===== config.mk =====
export PLATFORM = sky130hd
export DESIGN_NAME = switch_event_counter
export DESIGN_NICKNAME = d
export VERILOG_FILES = /design/src/rtl/switch_counter_pkg.sv /design/src/rtl/bcd_updown_counter.sv /design/src/rtl/switch_event_counter.sv
export SDC_FILE = /design/constraint.sdc
export NUM_CORES = 1
export LEC_CHECK = 0
export CORE_MARGIN = 1.5
export CORE_UTILIZATION = 50
export CTS_CLUSTER_SIZE = 10
export DETAILED_ROUTE_END_ITERATION = 8
export DONT_BUFFER_PORTS = 1
export PLACE_DENSITY = 0.63
export SETUP_SLACK_MARGIN = 0.5
export SYNTH_ARGS = -nofsm -noshare
export SYNTH_HDL_FRONTEND = slang
export SYNTH_SLANG_ARGS = --single-unit
export TNS_END_PERCENT = 50

===== constraint.sdc =====
create_clock -name i_Clk -period 2.56 [get_ports i_Clk]
set_input_delay 0.512 -clock i_Clk [delete_from_list [all_inputs] [get_ports i_Clk]]
set_output_delay 0.512 -clock i_Clk [all_outputs]
set_load 0.1 [all_outputs]

===== src/rtl/switch_counter_pkg.sv =====
// Shared types and constants for the switch-driven two-digit BCD counter.
package switch_counter_pkg;

   typedef enum logic [1:0] {
      IDLE   = 2'd0,
      DELAY  = 2'd1,
      REPEAT = 2'd2
   } state_t;

   typedef logic [3:0] bcd_digit_t;

   localparam logic DIR_UP   = 1'b0;
   localparam logic DIR_DOWN = 1'b1;

   function automatic bcd_digit_t bcd_tens(input int unsigned i_Value);
      return bcd_digit_t'((i_Value / 10) % 10);
   endfunction

   function automatic bcd_digit_t bcd_ones(input int unsigned i_Value);
      return bcd_digit_t'(i_Value % 10);
   endfunction

endpackage


===== src/rtl/bcd_updown_counter.sv =====
// Two-digit BCD register (00-99) with clear > load > up > down priority and wrap-around.
module bcd_updown_counter
   import switch_counter_pkg::*;
(
   input  logic       i_Clk,
   input  logic       i_Reset,
   input  logic       i_Clear,
   input  logic       i_Load,
   input  bcd_digit_t i_LoadTens,
   input  bcd_digit_t i_LoadOnes,
   input  logic       i_Up,
   input  logic       i_Down,
   output bcd_digit_t o_Tens,
   output bcd_digit_t o_Ones
);

   bcd_digit_t r_Tens;
   bcd_digit_t r_Ones;
   bcd_digit_t w_TensNext;
   bcd_digit_t w_OnesNext;

   always_comb begin
      w_TensNext = r_Tens;
      w_OnesNext = r_Ones;
      if (i_Clear) begin
         w_TensNext = 4'd0;
         w_OnesNext = 4'd0;
      end else if (i_Load) begin
         w_TensNext = i_LoadTens;
         w_OnesNext = i_LoadOnes;
      end else if (i_Up) begin
         if (r_Ones == 4'd9) begin
            w_OnesNext = 4'd0;
            w_TensNext = (r_Tens == 4'd9) ? 4'd0 : r_Tens + 4'd1;
         end else begin
            w_OnesNext = r_Ones + 4'd1;
         end
      end else if (i_Down) begin
         if (r_Ones == 4'd0) begin
            w_OnesNext = 4'd9;
            w_TensNext = (r_Tens == 4'd0) ? 4'd9 : r_Tens - 4'd1;
         end else begin
            w_OnesNext = r_Ones - 4'd1;
         end
      end
   end

   always_ff @(posedge i_Clk) begin
      if (i_Reset) begin
         r_Tens <= 4'd0;
         r_Ones <= 4'd0;
      end else begin
         r_Tens <= w_TensNext;
         r_Ones <= w_OnesNext;
      end
   end

   assign o_Tens = r_Tens;
   assign o_Ones = r_Ones;

endmodule


===== src/rtl/switch_event_counter.sv =====
// Turns debounced switch levels into BCD counter actions, with hold-to-repeat on up/down.
module switch_event_counter
   import switch_counter_pkg::*;
#(
   parameter int unsigned REPEAT_DELAY  = 12_500_000,
   parameter int unsigned REPEAT_PERIOD = 2_500_000,
   parameter int unsigned PRESET        = 50
) (
   input  logic       i_Clk,
   input  logic       i_Reset,
   input  logic [3:0] i_Switches,
   output logic [3:0] o_Tens,
   output logic [3:0] o_Ones,
   output logic       o_Step,
   output logic       o_Repeating
);

   localparam int unsigned TIMER_MAX = (REPEAT_DELAY > REPEAT_PERIOD) ? REPEAT_DELAY
                                                                      : REPEAT_PERIOD;
   localparam int unsigned TIMER_W   = $clog2(TIMER_MAX);
   localparam logic [TIMER_W-1:0] DELAY_RELOAD  = TIMER_W'(REPEAT_DELAY - 1);
   localparam logic [TIMER_W-1:0] PERIOD_RELOAD = TIMER_W'(REPEAT_PERIOD - 1);
   localparam bcd_digit_t PRESET_TENS = bcd_tens(PRESET);
   localparam bcd_digit_t PRESET_ONES = bcd_ones(PRESET);

   logic [3:0]         r_Switches;
   state_t             r_State;
   state_t             w_StateNext;
   logic [TIMER_W-1:0] r_Timer;
   logic [TIMER_W-1:0] w_TimerNext;
   logic               r_Dir;
   logic               w_DirNext;
   logic               r_Step;
   logic               r_Repeating;

   logic [3:0] w_Press;
   logic       w_Clear;
   logic       w_Load;
   logic       w_BothDir;
   logic       w_Held;
   logic       w_Other;
   logic       w_StepEn;
   logic       w_StepDir;
   logic       w_Up;
   logic       w_Down;

   always_comb begin
      w_Press     = i_Switches & ~r_Switches;
      w_Clear     = w_Press[2];
      w_Load      = w_Press[3];
      w_BothDir   = &i_Switches[1:0];
      w_Held      = (r_Dir == DIR_UP) ? i_Switches[0] : i_Switches[1];
      w_Other     = (r_Dir == DIR_UP) ? i_Switches[1] : i_Switches[0];
      w_StateNext = r_State;
      w_TimerNext = r_Timer;
      w_DirNext   = r_Dir;
      w_StepEn    = 1'b0;
      w_StepDir   = r_Dir;
      case (r_State)
         IDLE: begin
            // Clear/preset outrank a coincident direction press; FSM stays idle then.
            if (!w_Clear && !w_Load && !w_BothDir && (w_Press[0] ^ w_Press[1])) begin
               w_StepEn    = 1'b1;
               w_DirNext   = w_Press[1] ? DIR_DOWN : DIR_UP;
               w_StepDir   = w_DirNext;
               w_TimerNext = DELAY_RELOAD;
               w_StateNext = DELAY;
            end
         end
         DELAY, REPEAT: begin
            if (!w_Held || w_Other || w_Clear || w_Load) begin
               w_StateNext = IDLE;
               w_TimerNext = '0;
            end else if (r_Timer == '0) begin
               w_StepEn    = 1'b1;
               w_TimerNext = PERIOD_RELOAD;
               w_StateNext = REPEAT;
            end else begin
               w_TimerNext = r_Timer - 1'b1;
            end
         end
         default: begin
            w_StateNext = IDLE;
            w_TimerNext = '0;
         end
      endcase
      w_Up   = w_StepEn & (w_StepDir == DIR_UP);
      w_Down = w_StepEn & (w_StepDir == DIR_DOWN);
   end

   always_ff @(posedge i_Clk) begin
      // Capturing the live switches during reset hides any switch held through it.
      r_Switches <= i_Switches;
      if (i_Reset) begin
         r_State     <= IDLE;
         r_Timer     <= '0;
         r_Dir       <= DIR_UP;
         r_Step      <= 1'b0;
         r_Repeating <= 1'b0;
      end else begin
         r_State     <= w_StateNext;
         r_Timer     <= w_TimerNext;
         r_Dir       <= w_DirNext;
         r_Step      <= w_StepEn | w_Clear | w_Load;
         r_Repeating <= (w_StateNext == REPEAT);
      end
   end

   bcd_updown_counter u_bcd (
      .i_Clk      (i_Clk),
      .i_Reset    (i_Reset),
      .i_Clear    (w_Clear),
      .i_Load     (w_Load),
      .i_LoadTens (PRESET_TENS),
      .i_LoadOnes (PRESET_ONES),
      .i_Up       (w_Up),
      .i_Down     (w_Down),
      .o_Tens     (o_Tens),
      .o_Ones     (o_Ones)
   );

   assign o_Step      = r_Step;
   assign o_Repeating = r_Repeating;

endmodule


==> impl_metrics.env <==
export IMPL_combPwrFrac=0.324
export IMPL_whs_endpoint="r_Switches[2]$_DFF_P_"
export IMPL_seqCellArea_um2=831
export IMPL_p_sw_mw=0.621
export IMPL_synth_edff_count=0
export IMPL_ff2ff_setup_slack_ps=370
export IMPL_dpl_cell_area_um2=2680
export IMPL_ctsHoldBuffers=0
export IMPL_synth_avg_cell_area_um2=8.04
export IMPL_power_mw=1.73
export IMPL_synth_area_um2=2470
export IMPL_stdcell_count=398
export IMPL_area_growth_pct=20.0
export IMPL_cts_tree="done"
export IMPL_r2r_start="r_Timer[1]$_SDFFE_PP0P_"
export IMPL_slew_limit_headroom=0.530
export IMPL_nets=339
export IMPL_switching_share=0.358
export IMPL_crit_fanout=6
export IMPL_status="finished, final reports clean"
export IMPL_rr_worst_depth=10
export IMPL_vias_per_cell=5.84
export IMPL_hold_violations=0
export IMPL_antenna_found_initial=0
export IMPL_pwr_share_clk=0.241
export IMPL_ir_drop_mv=0.370
export IMPL_die_area_um2=5370
export IMPL_synth_largest_area_cell="dfxtp_1"
export IMPL_track_usage=0.255
export IMPL_pin_count=16
export IMPL_wl_mm=6.36
export IMPL_placed_cells=380
export IMPL_fin_area_um2=2960
export IMPL_cp_required_ps=2760
export IMPL_layout_drive_gt1_share=0.251
export IMPL_drc=0
export IMPL_dr_first_iter_drc_count=218
export IMPL_clock_skew_ps=5.86
export IMPL_die_h_um=73.3
export IMPL_design_core_area_um2=4750
export IMPL_synth_top_area_frac=0.332
export IMPL_clk_path_buf_depth=2
export IMPL_rsz0062_at_grt="yes"
export IMPL_cp_end_kind="flop"
export IMPL_place_congestion=0.833
export IMPL_synth_most_common_cell="dfxtp_1"
export IMPL_fp_dieW_um=73.3
export IMPL_critPathKind="reg -> reg"
export IMPL_synth_yosys_seq_area_share=0.332
export IMPL_ys_flop_type="dfxtp_1"
export IMPL_insertion_delay_ps=300
export IMPL_clkTransAtPathRegs_ps=80
export IMPL_worstMarginPinSlew_ps=705
export IMPL_cts_root_buffer="clkbuf_8"
export IMPL_period_needed_ps=2190
export IMPL_cap_violations=0
export IMPL_port_buffers=0
export IMPL_grt_pass1_vias=2278
export IMPL_hp_class="in -> reg"
export IMPL_p_int_mw=1.11
export IMPL_worstReg2RegEnd="u_bcd.o_Ones[3]$_SDFFE_PP0P_"
export IMPL_fill_cells=452
export IMPL_setup_violations_final=0
export IMPL_pwr_share_seq=0.434
export IMPL_whs_ps=231
export IMPL_cts_buffers=5
export IMPL_arrival_ps=2390
export IMPL_setup_tns_ps=0
export IMPL_vias=2324
export IMPL_synth_distinct_cells=63
export IMPL_synthTopCellsByCount="dfxtp_1, nor2_1, nand2_1"
export IMPL_grt_first_pass_wirelength_mm=10.6
export IMPL_synth_top_cells_by_area="dfxtp_1, a21oi_1, nor2_1"
export IMPL_fmax_mhz=457
export IMPL_min_from="i_Switches[2]"
export IMPL_cts_max_level=2
export IMPL_hold_depth=0
export IMPL_final_util=0.623
export IMPL_synth_cells=307
export IMPL_dp_slack_ps=220
export IMPL_min_period_over_period=0.855
export IMPL_start_util=0.519
export IMPL_cp_start_kind="flop"
export IMPL_multiInputGateArea_um2=1690
export IMPL_clock_sinks=41
export IMPL_dr_pass1_iters=4
export IMPL_rows=25
export IMPL_syn_nets=316
export IMPL_p_leak_nw=1.08
export IMPL_ys_seq_elements=41
export IMPL_yosysWarnings=0
export IMPL_grt_max_degree=20
export IMPL_slew_viol_final=0
export IMPL_p_per_area_nw_per_um2=586
export IMPL_diodes=0
export IMPL_wl_per_cell_um=16.0
export IMPL_ant_nets=0
export IMPL_async_flop_share=0
export IMPL_setup_ws_ps=372
export IMPL_grt_overflow=0
export IMPL_hpwlAfterDp_mm=4.32
==> power groups by stage <==
stage	Sequential (mW)	Combinational (mW)	Clock, mW
floorplan	0.772	0.368	0
global placement	0.762	0.496	0
detailed placement	0.763	0.500	0
CTS	0.752	0.547	0.426
global route	0.761	0.615	0.454
finish	0.753	0.563	0.419
==> worst max-delay path by stage <==
stage / startpoint / end / slack [ps] / cells past startpoint
3_5_place_dp: i_Switches[2] / u_bcd.o_Ones[3]$_SDFFE_PP0P_ / 220 / 7
2_1_floorplan: i_Switches[0] / u_bcd.o_Ones[3]$_SDFFE_PP0P_ / 480 / 7
5_1_grt: r_Timer[1]$_SDFFE_PP0P_ / u_bcd.o_Ones[3]$_SDFFE_PP0P_ / 240 / 10
6_report: r_Timer[1]$_SDFFE_PP0P_ / u_bcd.o_Ones[3]$_SDFFE_PP0P_ / 370 / 10
4_1_cts: r_State[0]$_SDFF_PP0_ / u_bcd.o_Ones[3]$_SDFFE_PP0P_ / 410 / 8
3_3_place_gp: i_Switches[2] / u_bcd.o_Ones[3]$_SDFFE_PP0P_ / 240 / 7
==> critical path, stage by stage (launching register included) <==
cell,delay [ps]
dfxtp_2,340
inv_2,70
ha_4,130
nor4b_4,250
nand4_4,190
nor4_4,280
buf_4,180
nor2_4,60
nor4b_2,210
o21ai_1,80
a221oi_1,270
==> state kept, by name (all words and copies together), names as in the netlist <==
name	flops
r_Timer	24
r_Switches	4
u_bcd.o_Ones	4
u_bcd.o_Tens	4
r_State	2
o_Repeating	1
o_Step	1
r_Dir	1
==> routing by layer <==
layer  global-route usage  part of all wire  vias up
met5                    0                 0        -
met2                0.442              0.50       37
li1                     -                 -     1164
met4               0.0922             0.019        0
met1                0.312              0.46     1113
met3               0.0521             0.023       10
==> placed cells by master (no fill, tap or decap), types with 7 or more instances in the layout <==
cell | netlist | layout
xnor2_1 | 7 | 7
o21ai_1 | 9 | 9
a31oi_1 | 7 | 7
inv_1 | 12 | 10
dfxtp_1 | 41 | 35
nor2_1 | 34 | 32
a21oi_1 | 27 | 26
nor3_1 | 14 | 12
o21ai_0 | 20 | 19
buf_4 | 0 | 29
nand2_1 | 30 | 30
nand3_1 | 7 | 7
==> area by class of cell <==
class | instances | area share
multi-input combinational | 240 | 0.572
sequential | 41 | 0.280
timing repair buffer | 30 | 0.0773
tap | 67 | 0.0283
clock buffer | 8 | 0.0270
inverter | 12 | 0.0152
==> logic make-up (layout without fill, tap and decap cells) <==
| group | after synthesis | after routing | synth area share |
|---|---|---|---|
| XOR/XNOR | 10 | 10 | 0.0355 |
| buffers and inverters | 26 | 50 | 0.0446 |
| flip-flops | 41 | 41 | 0.332 |
| multiplexers | 2 | 2 | 0.00811 |
| AO/OA/AOI/OAI | 91 | 91 | 0.246 |
| AND/OR/NAND/NOR | 134 | 134 | 0.318 |
| adder cells (fa/ha/maj) | 3 | 3 | 0.0152 |
==> timing repair <==
action                     4_1_cts  5_1_grt
pin swaps                        8        7
setup buffers                    5        5
gates cloned                     0        0
gates resized for setup         19        6
setup endpoints to repair       24       31
No activity file was read; power rests on OpenSTA's default activity.
